<file path="src/rtl/fp32_seq_pkg.sv">
// Shared types and constants for the FP32 MAC byte-stream sequencer.
package fp32_seq_pkg;

  typedef enum logic [2:0] {
    COLLECT   = 3'd0,
    FIRE      = 3'd1,
    WAIT_DONE = 3'd2,
    SEND      = 3'd3,
    WAIT_TX   = 3'd4
  } seq_state_e;

  localparam int OPERAND_BYTES = 12;
  localparam int RESULT_BYTES  = 4;

  localparam logic [31:0] FP32_QNAN = 32'h7FC0_0000;

endpackage

</file>
<file path="src/rtl/posedge_detector.sv">
// Registers a level input and flags the cycle in which it has just gone 0 -> 1.
module posedge_detector (
  input  logic CLK_I,
  input  logic RSTL_I,
  input  logic SIG_I,
  output logic EDGE_O
);

  logic cur_q;
  logic prev_q;

  // Two-stage history of the level: current sample and the one before it.
  always_ff @(posedge CLK_I or negedge RSTL_I) begin
    if (!RSTL_I) begin
      cur_q  <= 1'b0;
      prev_q <= 1'b0;
    end else begin
      cur_q  <= SIG_I;
      prev_q <= cur_q;
    end
  end

  assign EDGE_O = cur_q & ~prev_q;

endmodule

</file>
<file path="src/rtl/fp32_mac_sequencer.sv">
// Byte-stream front/back end for the FP32 MAC: gathers 12 RX bytes into the
// alpha/bravo/acc operands, launches the MAC, waits for its result and sends
// the 32-bit result out as 4 little-endian bytes.
module fp32_mac_sequencer #(
  parameter int RX_GAP_CYCLES = 100000,
  parameter int DONE_TIMEOUT  = 1023,
  parameter int FIRE_CYCLES   = 2
) (
  input  logic        CLK_I,
  input  logic        RSTL_I,
  input  logic [7:0]  RX_DATA_I,
  input  logic        RX_VALID_I,
  output logic [31:0] ALPHA_O,
  output logic [31:0] BRAVO_O,
  output logic [31:0] ACC_O,
  output logic        MAC_VALID_O,
  input  logic        MAC_DONE_I,
  input  logic [31:0] RESULT_I,
  output logic [7:0]  TX_DATA_O,
  output logic        TX_START_O,
  input  logic        TX_BUSY_I,
  output logic        BUSY_O,
  output logic        ERR_TIMEOUT_O,
  output logic        ERR_OVERRUN_O
);

  import fp32_seq_pkg::*;

  localparam int GAP_W  = $clog2(RX_GAP_CYCLES + 1);
  localparam int TO_W   = $clog2(DONE_TIMEOUT + 1);
  localparam int FIRE_W = $clog2(FIRE_CYCLES + 1);

  localparam logic [GAP_W-1:0]  GAP_LAST  = GAP_W'(RX_GAP_CYCLES - 1);
  localparam logic [TO_W-1:0]   TO_LAST   = TO_W'(DONE_TIMEOUT - 1);
  localparam logic [FIRE_W-1:0] FIRE_LAST = FIRE_W'(FIRE_CYCLES);
  localparam logic [3:0]        IDX_LAST  = 4'(OPERAND_BYTES - 1);
  localparam logic [1:0]        TX_LAST   = 2'(RESULT_BYTES - 1);

  seq_state_e        state_q;
  logic [3:0]        idx_q;
  logic [GAP_W-1:0]  gapCnt_q;
  logic [FIRE_W-1:0] fireCnt_q;
  logic [TO_W-1:0]   toCnt_q;
  logic [1:0]        txCnt_q;
  logic              waitSkip_q;
  logic [31:0]       result_q;
  logic [31:0]       alpha_q;
  logic [31:0]       bravo_q;
  logic [31:0]       acc_q;
  logic              macValid_q;
  logic [7:0]        txData_q;
  logic              txStart_q;
  logic              busy_q;
  logic              errTimeout_q;
  logic              errOverrun_q;
  logic              doneEdge;

  posedge_detector u_doneEdge (
    .CLK_I  (CLK_I),
    .RSTL_I (RSTL_I),
    .SIG_I  (MAC_DONE_I),
    .EDGE_O (doneEdge)
  );

  // Main sequencer: byte collection, MAC launch, result wait and byte-wise transmit.
  always_ff @(posedge CLK_I or negedge RSTL_I) begin
    if (!RSTL_I) begin
      state_q      <= COLLECT;
      idx_q        <= '0;
      gapCnt_q     <= '0;
      fireCnt_q    <= '0;
      toCnt_q      <= '0;
      txCnt_q      <= '0;
      waitSkip_q   <= 1'b0;
      result_q     <= '0;
      alpha_q      <= '0;
      bravo_q      <= '0;
      acc_q        <= '0;
      macValid_q   <= 1'b0;
      txData_q     <= '0;
      txStart_q    <= 1'b0;
      busy_q       <= 1'b0;
      errTimeout_q <= 1'b0;
      errOverrun_q <= 1'b0;
    end else begin
      txStart_q <= 1'b0;

      if (RX_VALID_I && (state_q != COLLECT)) begin
        errOverrun_q <= 1'b1;
      end

      case (state_q)
        COLLECT: begin
          if (RX_VALID_I) begin
            case (idx_q[3:2])
              2'd0:    alpha_q[{idx_q[1:0], 3'b000} +: 8] <= RX_DATA_I;
              2'd1:    bravo_q[{idx_q[1:0], 3'b000} +: 8] <= RX_DATA_I;
              default: acc_q[{idx_q[1:0], 3'b000} +: 8]   <= RX_DATA_I;
            endcase
            gapCnt_q <= '0;
            if (idx_q == IDX_LAST) begin
              idx_q     <= '0;
              fireCnt_q <= '0;
              busy_q    <= 1'b1;
              state_q   <= FIRE;
            end else begin
              idx_q <= idx_q + 4'd1;
            end
          end else if (idx_q != 4'd0) begin
            if (gapCnt_q == GAP_LAST) begin
              idx_q    <= '0;
              gapCnt_q <= '0;
            end else begin
              gapCnt_q <= gapCnt_q + GAP_W'(1);
            end
          end
        end

        FIRE: begin
          if (fireCnt_q == FIRE_LAST) begin
            macValid_q <= 1'b0;
            toCnt_q    <= '0;
            state_q    <= WAIT_DONE;
          end else begin
            macValid_q <= 1'b1;
            fireCnt_q  <= fireCnt_q + FIRE_W'(1);
          end
        end

        WAIT_DONE: begin
          if (doneEdge) begin
            result_q <= RESULT_I;
            state_q  <= SEND;
          end else if (toCnt_q == TO_LAST) begin
            result_q     <= FP32_QNAN;
            errTimeout_q <= 1'b1;
            state_q      <= SEND;
          end else begin
            toCnt_q <= toCnt_q + TO_W'(1);
          end
        end

        SEND: begin
          if (!TX_BUSY_I) begin
            txData_q   <= result_q[7:0];
            txStart_q  <= 1'b1;
            waitSkip_q <= 1'b1;
            state_q    <= WAIT_TX;
          end
        end

        WAIT_TX: begin
          if (waitSkip_q) begin
            waitSkip_q <= 1'b0;
          end else if (!TX_BUSY_I) begin
            result_q <= {8'h00, result_q[31:8]};
            if (txCnt_q == TX_LAST) begin
              txCnt_q <= '0;
              busy_q  <= 1'b0;
              state_q <= COLLECT;
            end else begin
              txCnt_q <= txCnt_q + 2'd1;
              state_q <= SEND;
            end
          end
        end

        default: begin
          state_q <= COLLECT;
        end
      endcase
    end
  end

  assign ALPHA_O       = alpha_q;
  assign BRAVO_O       = bravo_q;
  assign ACC_O         = acc_q;
  assign MAC_VALID_O   = macValid_q;
  assign TX_DATA_O     = txData_q;
  assign TX_START_O    = txStart_q;
  assign BUSY_O        = busy_q;
  assign ERR_TIMEOUT_O = errTimeout_q;
  assign ERR_OVERRUN_O = errOverrun_q;

endmodule

</file>
<file path="config.mk">
export PLATFORM = sky130hd
export DESIGN_NAME = fp32_mac_sequencer
export DESIGN_NICKNAME = d
export VERILOG_FILES = /design/src/rtl/fp32_seq_pkg.sv /design/src/rtl/posedge_detector.sv /design/src/rtl/fp32_mac_sequencer.sv
export SDC_FILE = /design/constraint.sdc
export NUM_CORES = 1
export LEC_CHECK = 0
export ABC_AREA = 1
export CORE_UTILIZATION = 49
export DETAILED_ROUTE_END_ITERATION = 8
export PLACE_DENSITY = 0.78
export SLEW_MARGIN = 20
export SYNTH_ARGS = -nofsm -noshare
export SYNTH_HDL_FRONTEND = slang
export SYNTH_SLANG_ARGS = --single-unit
</file>
<file path="constraint.sdc">
create_clock -name CLK_I -period 2.8 [get_ports CLK_I]
set_clock_uncertainty 0.2 [all_clocks]
set_input_delay 0.42 -clock CLK_I [delete_from_list [all_inputs] [get_ports CLK_I]]
set_output_delay 0.42 -clock CLK_I [all_outputs]
set_load 0.01 [all_outputs]
</file>
==> flow_summary.yaml, run 1 <==
route:
  vias: 7252
  first_pass_iters: 5
  drtIter0Drc: 493
  drc_errors: 0
  viasPerCell: 5.14
  ant_nets: 0
  wl_per_cell_um: 14.6
  totalWireLength_um: 20500
sta:
  fin_ws_ns: 0.467
  max_clock_freq_mhz: 429
  fin_crit_ns: 2.33
  setup_viol: 0
  timing.final.crit_share: 0.833
  slew_headroom: 0.521
  rsz0062_at_grt: "no"
  hold_viol: 0
  finalMaxSlewViolations: 0
  worstMarginPinSlew_ns: 0.718
  fin_tns_setup_ns: 0
clock_network:
  cts-hold-fix-buffers: 1
  htreeDepth: 4
  clk_pin_slew_ns: 0.07
  cts_buffers: 17
  cts_max_path_buffers: 2
  root_buffer: "clkbuf_16"
  cts.repair.resized: 0
  cts_tree: "yes"
  clkLatencyLatePin_ns: 0.43
  cts.sinks: 182
  postCtsSetupBuffers: 0
worst_hold_path:
  hp-class: "reg2reg"
setup_path:
  cp.required_ns: 2.92
  crit_chain: "ha_1, nand3_1, o21ai_0, inv_1, nor2_1, nand3_1, nand2_1, nand2_1"
  slowest_delay_ns: 0.46
  cp.arrival_ns: 2.45
  critPathTopFamily: "simple AND/OR/NAND/NOR gates"
  crit_type: "reg2reg"
  crit_buf_inv: 1
  critPathLaunchType: "flip-flop"
  cp_slowest_cell: "dfrtp_1"
  cp-end-kind: "flip-flop"
  r2r_slack_ns: 0.47
  crit_fanout: 6
pwr:
  power.leakage_nw: 4.94
  peakVddDrop_v: 0.000593
  power.density_mw_per_mm2: 876
global_route:
  grt_pass1_vias: 6852
  grt_remaining_overflow: 0
  grt_max_degree: 76
  antenna_found_initial: 0
  grt_usage: 0.240
  grt_pass1_wl_um: 33600
final_layout:
  syn_to_final_growth_pct: 28.4
  multi_input_area_mm2: 0.00326
  layout-drive-gt1-share: 0.0874
  fin_nets: 1231
  ff_latch_area_mm2: 0.00455
  n_antenna_cell: 0
  fillers: 1407
yosys:
  synth.distinct_cells: 34
  synth.area.top_cells: "dfrtp_1, nand2_1, nor2_1"
  synth_ff_type: "dfrtp_1"
  synth-async-reset-ratio: 1.00
  yosysTopAreaCell: "dfrtp_1"
  synthesis.instances: 1018
  yosys.area.top_type_share: 0.538
  ys_ff_latch: 182
  syn_nets: 1072
  synth-edff-count: 0
  synth_area_mm2: 0.00847
  ys_warn_count: 0
  synthTopCellsByCount: "nand2_1, dfrtp_1, nor2_1"
  avgSynthCellArea_um2: 8.32
  synth.most_common_cell: "nand2_1"
  ys_seq_area_frac: 0.538
placed_design:
  gp_congestion: 0.895
  port_buffers: 153
  dp_hpwl_um: 15100
  post-place-ws_ns: 0.235
floorplan:
  die_y_um: 133
  io-pin-count: 154
  rows: 47
  start_util: 0.507
  design.core.area_mm2: 0.0167
  die_w_um: 133
  die-area_mm2: 0.0178
run_status:
  status: "finished clean"
run:
  max_cap_viol_count: 0
==> metrics by stage <==
step | instance area [µm²] | power (W) | hold WS (ns) | utilization | cells
2_1_floorplan | 8470 | 0.00560 | -0.0756 | - | 1018
3_5_place_dp | 10300 | 0.00719 | 0.171 | 0.615 | 1377
5_1_grt | 10900 | 0.0101 | 0.216 | 0.651 | 1410
3_3_place_gp | 10300 | 0.00708 | 0.158 | 0.615 | 1377
4_1_cts | 10900 | 0.00959 | 0.187 | 0.651 | 1410
6_report | 10900 | 0.00952 | 0.183 | 0.651 | 1410
==> per-layer routing <==
| layer | up-vias | GRT usage | wire [µm] |
|---|---|---|---|
| met2 | 257 | 0.384 | 9780 |
| met5 | - | 0 | 0 |
| met4 | 0 | 0.112 | 606 |
| li1 | 3560 | - | - |
| met3 | 36 | 0.0457 | 1310 |
| met1 | 3399 | 0.318 | 8820 |
==> final cells by class <==
class	instances	share of cell area
Tap cell	220	0.0253
Clock inverter	13	0.0125
Timing Repair Buffer	172	0.158
Sequential cell	182	0.419
Inverter	127	0.0438
Multi-Input combinational cell	677	0.300
Clock buffer	19	0.0417
==> placed cells by master (no fill, tap or decap), types with 2 or more instances in the layout <==
cell,netlist,layout
o21ai_1,13,13
o21ai_0,98,98
dfrtp_1,182,182
xnor2_1,3,3
nor2_1,131,131
o21bai_1,3,3
buf_12,0,3
nand4_1,16,16
inv_2,4,4
nand2_1,241,241
nand3_1,36,36
xor2_1,4,4
inv_1,122,122
nor3_1,13,13
buf_4,2,15
clkbuf_8,0,2
inv_6,0,2
nand2_2,2,2
nand2_4,4,4
clkinvlp_4,0,4
inv_8,0,4
o22ai_1,2,2
o21ai_2,31,31
ha_1,9,9
clkdlybuf4s50_1,0,152
clkbuf_16,0,17
a21oi_1,54,54
nor2_4,5,5
nor2_2,4,4
==> final timing paths <==
path                                      to  depth (start not counted)             start
min in group asynchronous           ACC_O[8]                          2            RSTL_I
setup / recovery                  state_q[1]                          8          idx_q[1]
hold / removal             u_doneEdge.prev_q                          0  u_doneEdge.cur_q
setup reg to reg                  state_q[1]                          8          idx_q[1]
max in group asynchronous        ALPHA_O[22]                          3            RSTL_I
hold reg to reg            u_doneEdge.prev_q                          0  u_doneEdge.cur_q
==> power by group <==
part	leakage [nW]	total (W)	internal (W)	switching, W
Combinational	2.26	0.00338	0.00143	0.00195
Clock	0.280	0.00237	0.00130	0.00107
Sequential	2.39	0.00377	0.00334	0.000430
Total	4.94	0.00952	0.00607	0.00345
==> sequential cells by signal (all words and copies together) (netlist names) <==
name and flops:
TX_DATA_O 8, ALPHA_O 32, txCnt_q 2, toCnt_q 10, ERR_TIMEOUT_O 1, state_q 3
ACC_O 32, MAC_VALID_O 1, gapCnt_q 17, result_q 32, ERR_OVERRUN_O 1, BUSY_O 1
u_doneEdge.prev_q 1, fireCnt_q 2, TX_START_O 1, waitSkip_q 1, BRAVO_O 32, u_doneEdge.cur_q 1
idx_q 4
==> cells by family after synthesis <==
kind of cell / after synthesis / synth area share
compound gates: 204 / 0.136
mux: 1 / 0.00133
buf+inv: 159 / 0.0773
flops: 182 / 0.538
xor+xnor: 7 / 0.00724
simple gates: 456 / 0.227
fa+ha+maj: 9 / 0.0133
No activity file was read; power rests on OpenSTA's default activity.
==> run 2, diff against run 1 <==
==> constraint.sdc (replaced) <==
create_clock -name CLK_I -period 2.4 [get_ports CLK_I]
set_clock_uncertainty 0.2 [all_clocks]
set_input_delay 0.36 -clock CLK_I [delete_from_list [all_inputs] [get_ports CLK_I]]
set_output_delay 0.36 -clock CLK_I [all_outputs]
set_load 0.01 [all_outputs]
==> run 2 against run 1 <==
Compared with the run above: die area did not move; sequential share of layout area is 0.41 points lower; register-to-register slack got worse by 0.24 ns; clock-buffer cell count unchanged; clock power increased by 24%; worst hold slack worse by 0.014 ns; global-route usage is 0.65 points higher; cell area grew 0.98%; critical path depth down 1; worst setup slack got worse by 0.24 ns; sequential power is 17% higher.
==> flow_summary.yaml, run 2 (same netlist as run 1, synthesis figures left out) <==
final_layout:
  ff_latch_area_mm2: 0.00455
  most-common-layout-cells: "nand2_1, dfrtp_1, clkdlybuf4s50_1"
  syn_to_final_growth_pct: 29.6
  fin_nets: 1241
  multi_input_area_mm2: 0.00326
  fillers: 1387
  layout-drive-gt1-share: 0.0950
  n_antenna_cell: 0
  fin_cells: 1420
  layout_commonest_cell: "nand2_1"
run:
  max_cap_viol_count: 0
setup_path:
  cp.arrival_ns: 2.28
  crit_chain: "inv_1, nand2_1, nor2_1, nand2_1, a21oi_1, buf_4, nor3_1"
  crit_path_frequent_cell: "nand2_1"
  cp-end-kind: "flip-flop"
  cp.required_ns: 2.51
  slowest_delay_ns: 0.46
  crit_fanout: 12
  critPathLaunchType: "flip-flop"
  cp_slowest_cell: "dfrtp_1"
  crit_type: "reg2reg"
global_route:
  grt_usage: 0.247
  grt_remaining_overflow: 0
  grt_max_degree: 64
  grt_pass1_vias: 6954
  grt_pass1_wl_um: 34400
  antenna_found_initial: 0
floorplan:
  design.core.area_mm2: 0.0167
  rows: 47
  die-area_mm2: 0.0178
  die_y_um: 133
  start_util: 0.507
  die_w_um: 133
  io-pin-count: 154
sta:
  fin_tns_setup_ns: 0
  whs_ns: 0.168
  max_clock_freq_mhz: 460
  finalMaxSlewViolations: 0
  rsz0062_at_grt: "no"
  worstMarginPinSlew_ns: 0.657
  setup_viol: 0
  timing.final.crit_share: 0.906
  slew_headroom: 0.562
  hold_viol: 0
  fin_crit_ns: 2.18
route:
  viasPerCell: 5.09
  ant_nets: 0
  first_pass_iters: 5
  drtIter0Drc: 538
  wl_per_cell_um: 14.6
  drc_errors: 0
  vias: 7230
  totalWireLength_um: 20800
clock_network:
  cts_max_path_buffers: 2
  root_buffer: "clkbuf_16"
  cts_buffers: 17
  cts-hold-fix-buffers: 1
  cts.sinks: 182
  postCtsSetupBuffers: 0
  cts.repair.resized: 0
  cts_tree: "yes"
  htreeDepth: 4
  clkLatencyLatePin_ns: 0.43
  clk_pin_slew_ns: 0.06
pwr:
  totalPowerFinal_w: 0.0114
  power.leakage_nw: 5.01
  power.density_mw_per_mm2: 1040
  peakVddDrop_v: 0.000694
run_status:
  status: "finished clean"
placed_design:
  dp_hpwl_um: 15300
  gp_congestion: 0.914
  port_buffers: 153
  dp_cells: 1387
worst_hold_path:
  hp-class: "in2reg"
[run 2: cell types whose count changed in the layout (fill, tap and decap cells not counted), sizes merged]
| cell | change |
|---|---|
| buf | +10 |
| bufinv | +2 |
| clkinv | +2 |
| clkinvlp | -2 |
| inv | -2 |
[run 2: routing by layer]
| layer | share of wire | wire (µm) | vias to the layer above | global-route usage |
|---|---|---|---|---|
| met5 | 0 | 0 | - | 0 |
| met4 | 0.022 | 455 | 0 | 0.0966 |
| met3 | 0.055 | 1140 | 31 | 0.0479 |
| met2 | 0.49 | 10100 | 222 | 0.410 |
| met1 | 0.44 | 9090 | 3404 | 0.319 |
| li1 | - | - | 3573 | - |
[run 2: worst max-delay path: cells and delay by family (launching register included)]
kind	cells	cell delay (ns)
AOI/OAI and AO/OA	1	0.35
buffers and inverters	2	0.34
DFF	1	0.46
and+or+nand+nor	4	0.70
[run 2: final cells by class]
class	count	share of cell area
Sequential cell	182	0.415
Multi-Input combinational cell	677	0.297
Timing Repair Buffer	182	0.163
Inverter	127	0.0434
Clock buffer	19	0.0413
Tap cell	220	0.0251
Clock inverter	13	0.0153
[run 2: worst paths after layout]
| check | from | end | slack, ns | cells past startpoint |
|---|---|---|---|---|
| max | state_q[0] | gapCnt_q[4] | 0.22 | 7 |
| min | MAC_DONE_I | u_doneEdge.cur_q | 0.17 | 1 |
| max reg2reg | state_q[0] | gapCnt_q[4] | 0.22 | 7 |
| min reg2reg | u_doneEdge.cur_q | u_doneEdge.prev_q | 0.17 | 0 |
| max in group asynchronous | RSTL_I | BRAVO_O[13] | 1.05 | 3 |
| min in group asynchronous | RSTL_I | BRAVO_O[8] | 0.23 | 2 |
[run 2: through the flow]
stage,area [µm²],util,setup WS (ns)
4_1_cts,11000,0.657,0.256
3_5_place_dp,10300,0.620,0.00506
6_report,11000,0.657,0.225
2_1_floorplan,8470,-,0.187
3_3_place_gp,10300,0.620,0.0793
5_1_grt,11000,0.657,0.0322
[run 2: report_power, final]
group	switching, W	internal, W	total (W)
clock network	0.00122	0.00171	0.00293
logic	0.00232	0.00173	0.00405
registers	0.000501	0.00390	0.00440
==> run 3, diff against run 2 <==
--- a/config.mk
+++ b/config.mk
@@ -6,6 +6,7 @@
 export NUM_CORES = 1
 export LEC_CHECK = 0
 export ABC_AREA = 1
+export CORE_MARGIN = 5
 export CORE_UTILIZATION = 49
 export DETAILED_ROUTE_END_ITERATION = 8
 export PLACE_DENSITY = 0.78
==> run 3 against run 2 <==
Compared with the run above: first-iteration DRC count shrank 6.9%; non-clock buffer count decreased by 1; critical path depth grew 3; cell area down 0.47%; clock-buffer cell count grew 4; sequential share of layout area rose by 0.19 points; sequential power hardly changed; register-to-register slack worse by 0.02 ns; total power down 1.6%; sequential cell count unchanged; clock power is 7.5% lower; worst hold slack worse by 0.0040 ns; critical path type unchanged; largest power group unchanged; highest routed layer unchanged.
==> flow_summary.yaml, run 3 (same netlist as run 1, synthesis figures left out) <==
setup_path:
  r2r_slack_ns: 0.21
  cp-end-kind: "flip-flop"
  slowest_delay_ns: 0.48
  crit_chain: "inv_1, ha_1, inv_1, nor2_1, nand2_1, nand2_1, nor2_1, nand2_1, xor2_1, nor2_1"
  r2r-start: "idx_q[0]"
  reg2reg_depth: 10
  cp.arrival_ns: 2.30
  cp_slowest_cell: "dfrtp_1"
  r2r-end: "gapCnt_q[7]"
  crit_buf_inv: 2
  critPathTopFamily: "simple AND/OR/NAND/NOR gates"
  crit_fanout: 12
  crit_type: "reg2reg"
  critPathLaunchType: "flip-flop"
  cp.required_ns: 2.51
sta:
  slew_headroom: 0.523
  fin_tns_setup_ns: 0
  finalMaxSlewViolations: 0
  timing.final.crit_share: 0.914
  whs_ns: 0.164
  setup_viol: 0
  fin_crit_ns: 2.19
  rsz0062_at_grt: "no"
  max_clock_freq_mhz: 456
  worstMarginPinSlew_ns: 0.715
  hold_viol: 0
pwr:
  power.leakage_nw: 4.97
  switchingPower_w: 0.00404
  power.internal_w: 0.00716
  peakVddDrop_v: 0.000665
  power.density_mw_per_mm2: 1030
  p_sw_frac: 0.361
  p_comb_frac: 0.363
  clkPwrFrac: 0.242
  p_seq_frac: 0.396
global_route:
  grt_remaining_overflow: 0
  antenna_found_initial: 0
  grt_max_degree: 57
  grt_pass1_wl_um: 35600
  grt_pass1_vias: 6938
  grt_usage: 0.222
clock_network:
  clk_pin_slew_ns: 0.07
  cts_buffers: 17
  htreeDepth: 4
  cts.sinks: 182
  clkLatencyLatePin_ns: 0.43
  cts.repair.resized: 0
  postCtsSetupBuffers: 0
  root_buffer: "clkbuf_16"
  cts_max_path_buffers: 2
  cts_tree: "yes"
route:
  vias: 7252
  totalWireLength_um: 21700
  first_pass_iters: 5
  drc_errors: 0
  wl_per_cell_um: 15.3
  drtIter0Drc: 501
  viasPerCell: 5.09
  ant_nets: 0
placed_design:
  port_buffers: 153
  dp_hpwl_um: 16000
  gp_congestion: 0.889
run:
  max_cap_viol_count: 0
worst_hold_path:
  hp-class: "in2reg"
  hold_path_end: "u_doneEdge.cur_q"
  hp-start: "MAC_DONE_I"
  whs_path_depth: 1
final_layout:
  n_antenna_cell: 0
  most-common-layout-cells: "nand2_1, dfrtp_1, clkdlybuf4s50_1"
  fillers: 1439
  layout_commonest_cell: "nand2_1"
  layout-drive-gt1-share: 0.0917
  fin_nets: 1240
  syn_to_final_growth_pct: 29.0
floorplan:
  start_util: 0.495
  design.core.area_mm2: 0.0171
  die_w_um: 141
  die-area_mm2: 0.0200
  io-pin-count: 154
  rows: 48
  die_y_um: 141
run_status:
  status: "finished clean"
==> run 3: final cells by class <==
| cell class | instances | area, µm² | area share |
|---|---|---|---|
| Clock buffer | 23 | 478 | 0.0437 |
| Clock inverter | 9 | 92.6 | 0.00847 |
| Inverter | 127 | 477 | 0.0436 |
| Multi-Input combinational cell | 677 | 3260 | 0.298 |
| Sequential cell | 182 | 4550 | 0.417 |
| Tap cell | 225 | 282 | 0.0258 |
| Timing Repair Buffer | 181 | 1780 | 0.163 |
==> run 3: how the worst max path moves through the flow <==
stage,start,end,slack (ns),cells after the start
2_1_floorplan,idx_q[0],ACC_O[23],0.19,7
3_3_place_gp,RX_VALID_I,ACC_O[15],0.20,8
3_5_place_dp,RX_VALID_I,ACC_O[27],0.14,7
4_1_cts,idx_q[0],gapCnt_q[16],0.24,11
5_1_grt,idx_q[0],gapCnt_q[16],0.05,11
6_report,idx_q[0],gapCnt_q[7],0.21,10
==> run 3: repair_timing <==
item	CTS	global route
endpoints found under the hold margin	51	0
hold buffers	1	0
setup endpoints to repair	0	0
==> run 3: per-stage QoR <==
step                total power, W  cell area (µm²)  utilization  setup slack (ns)  instances
finish                      0.0112            10900        0.638             0.207       1424
global route                0.0119            10900        0.638            0.0496       1424
CTS                         0.0113            10900        0.638             0.240       1424
detailed placement         0.00851            10300        0.604             0.144       1391
global placement           0.00840            10300        0.604             0.200       1391
floorplan                  0.00654             8470            -             0.187       1018
==> run 3: per-layer routing <==
| layer | global-route usage | part of all wire | vias up |
|---|---|---|---|
| met5 | 0 | 0 | - |
| met4 | 0.0702 | 0.019 | 0 |
| met3 | 0.0421 | 0.055 | 28 |
| met2 | 0.367 | 0.50 | 223 |
| met1 | 0.298 | 0.43 | 3426 |
| li1 | - | - | 3575 |
==> run 3: power groups by stage <==
stage	Sequential (W)	Combinational, W	Clock [W]
floorplan	0.00456	0.00197	0
global placement	0.00444	0.00396	0
detailed placement	0.00447	0.00404	0
CTS	0.00443	0.00408	0.00274
global route	0.00453	0.00450	0.00289
finish	0.00443	0.00406	0.00271
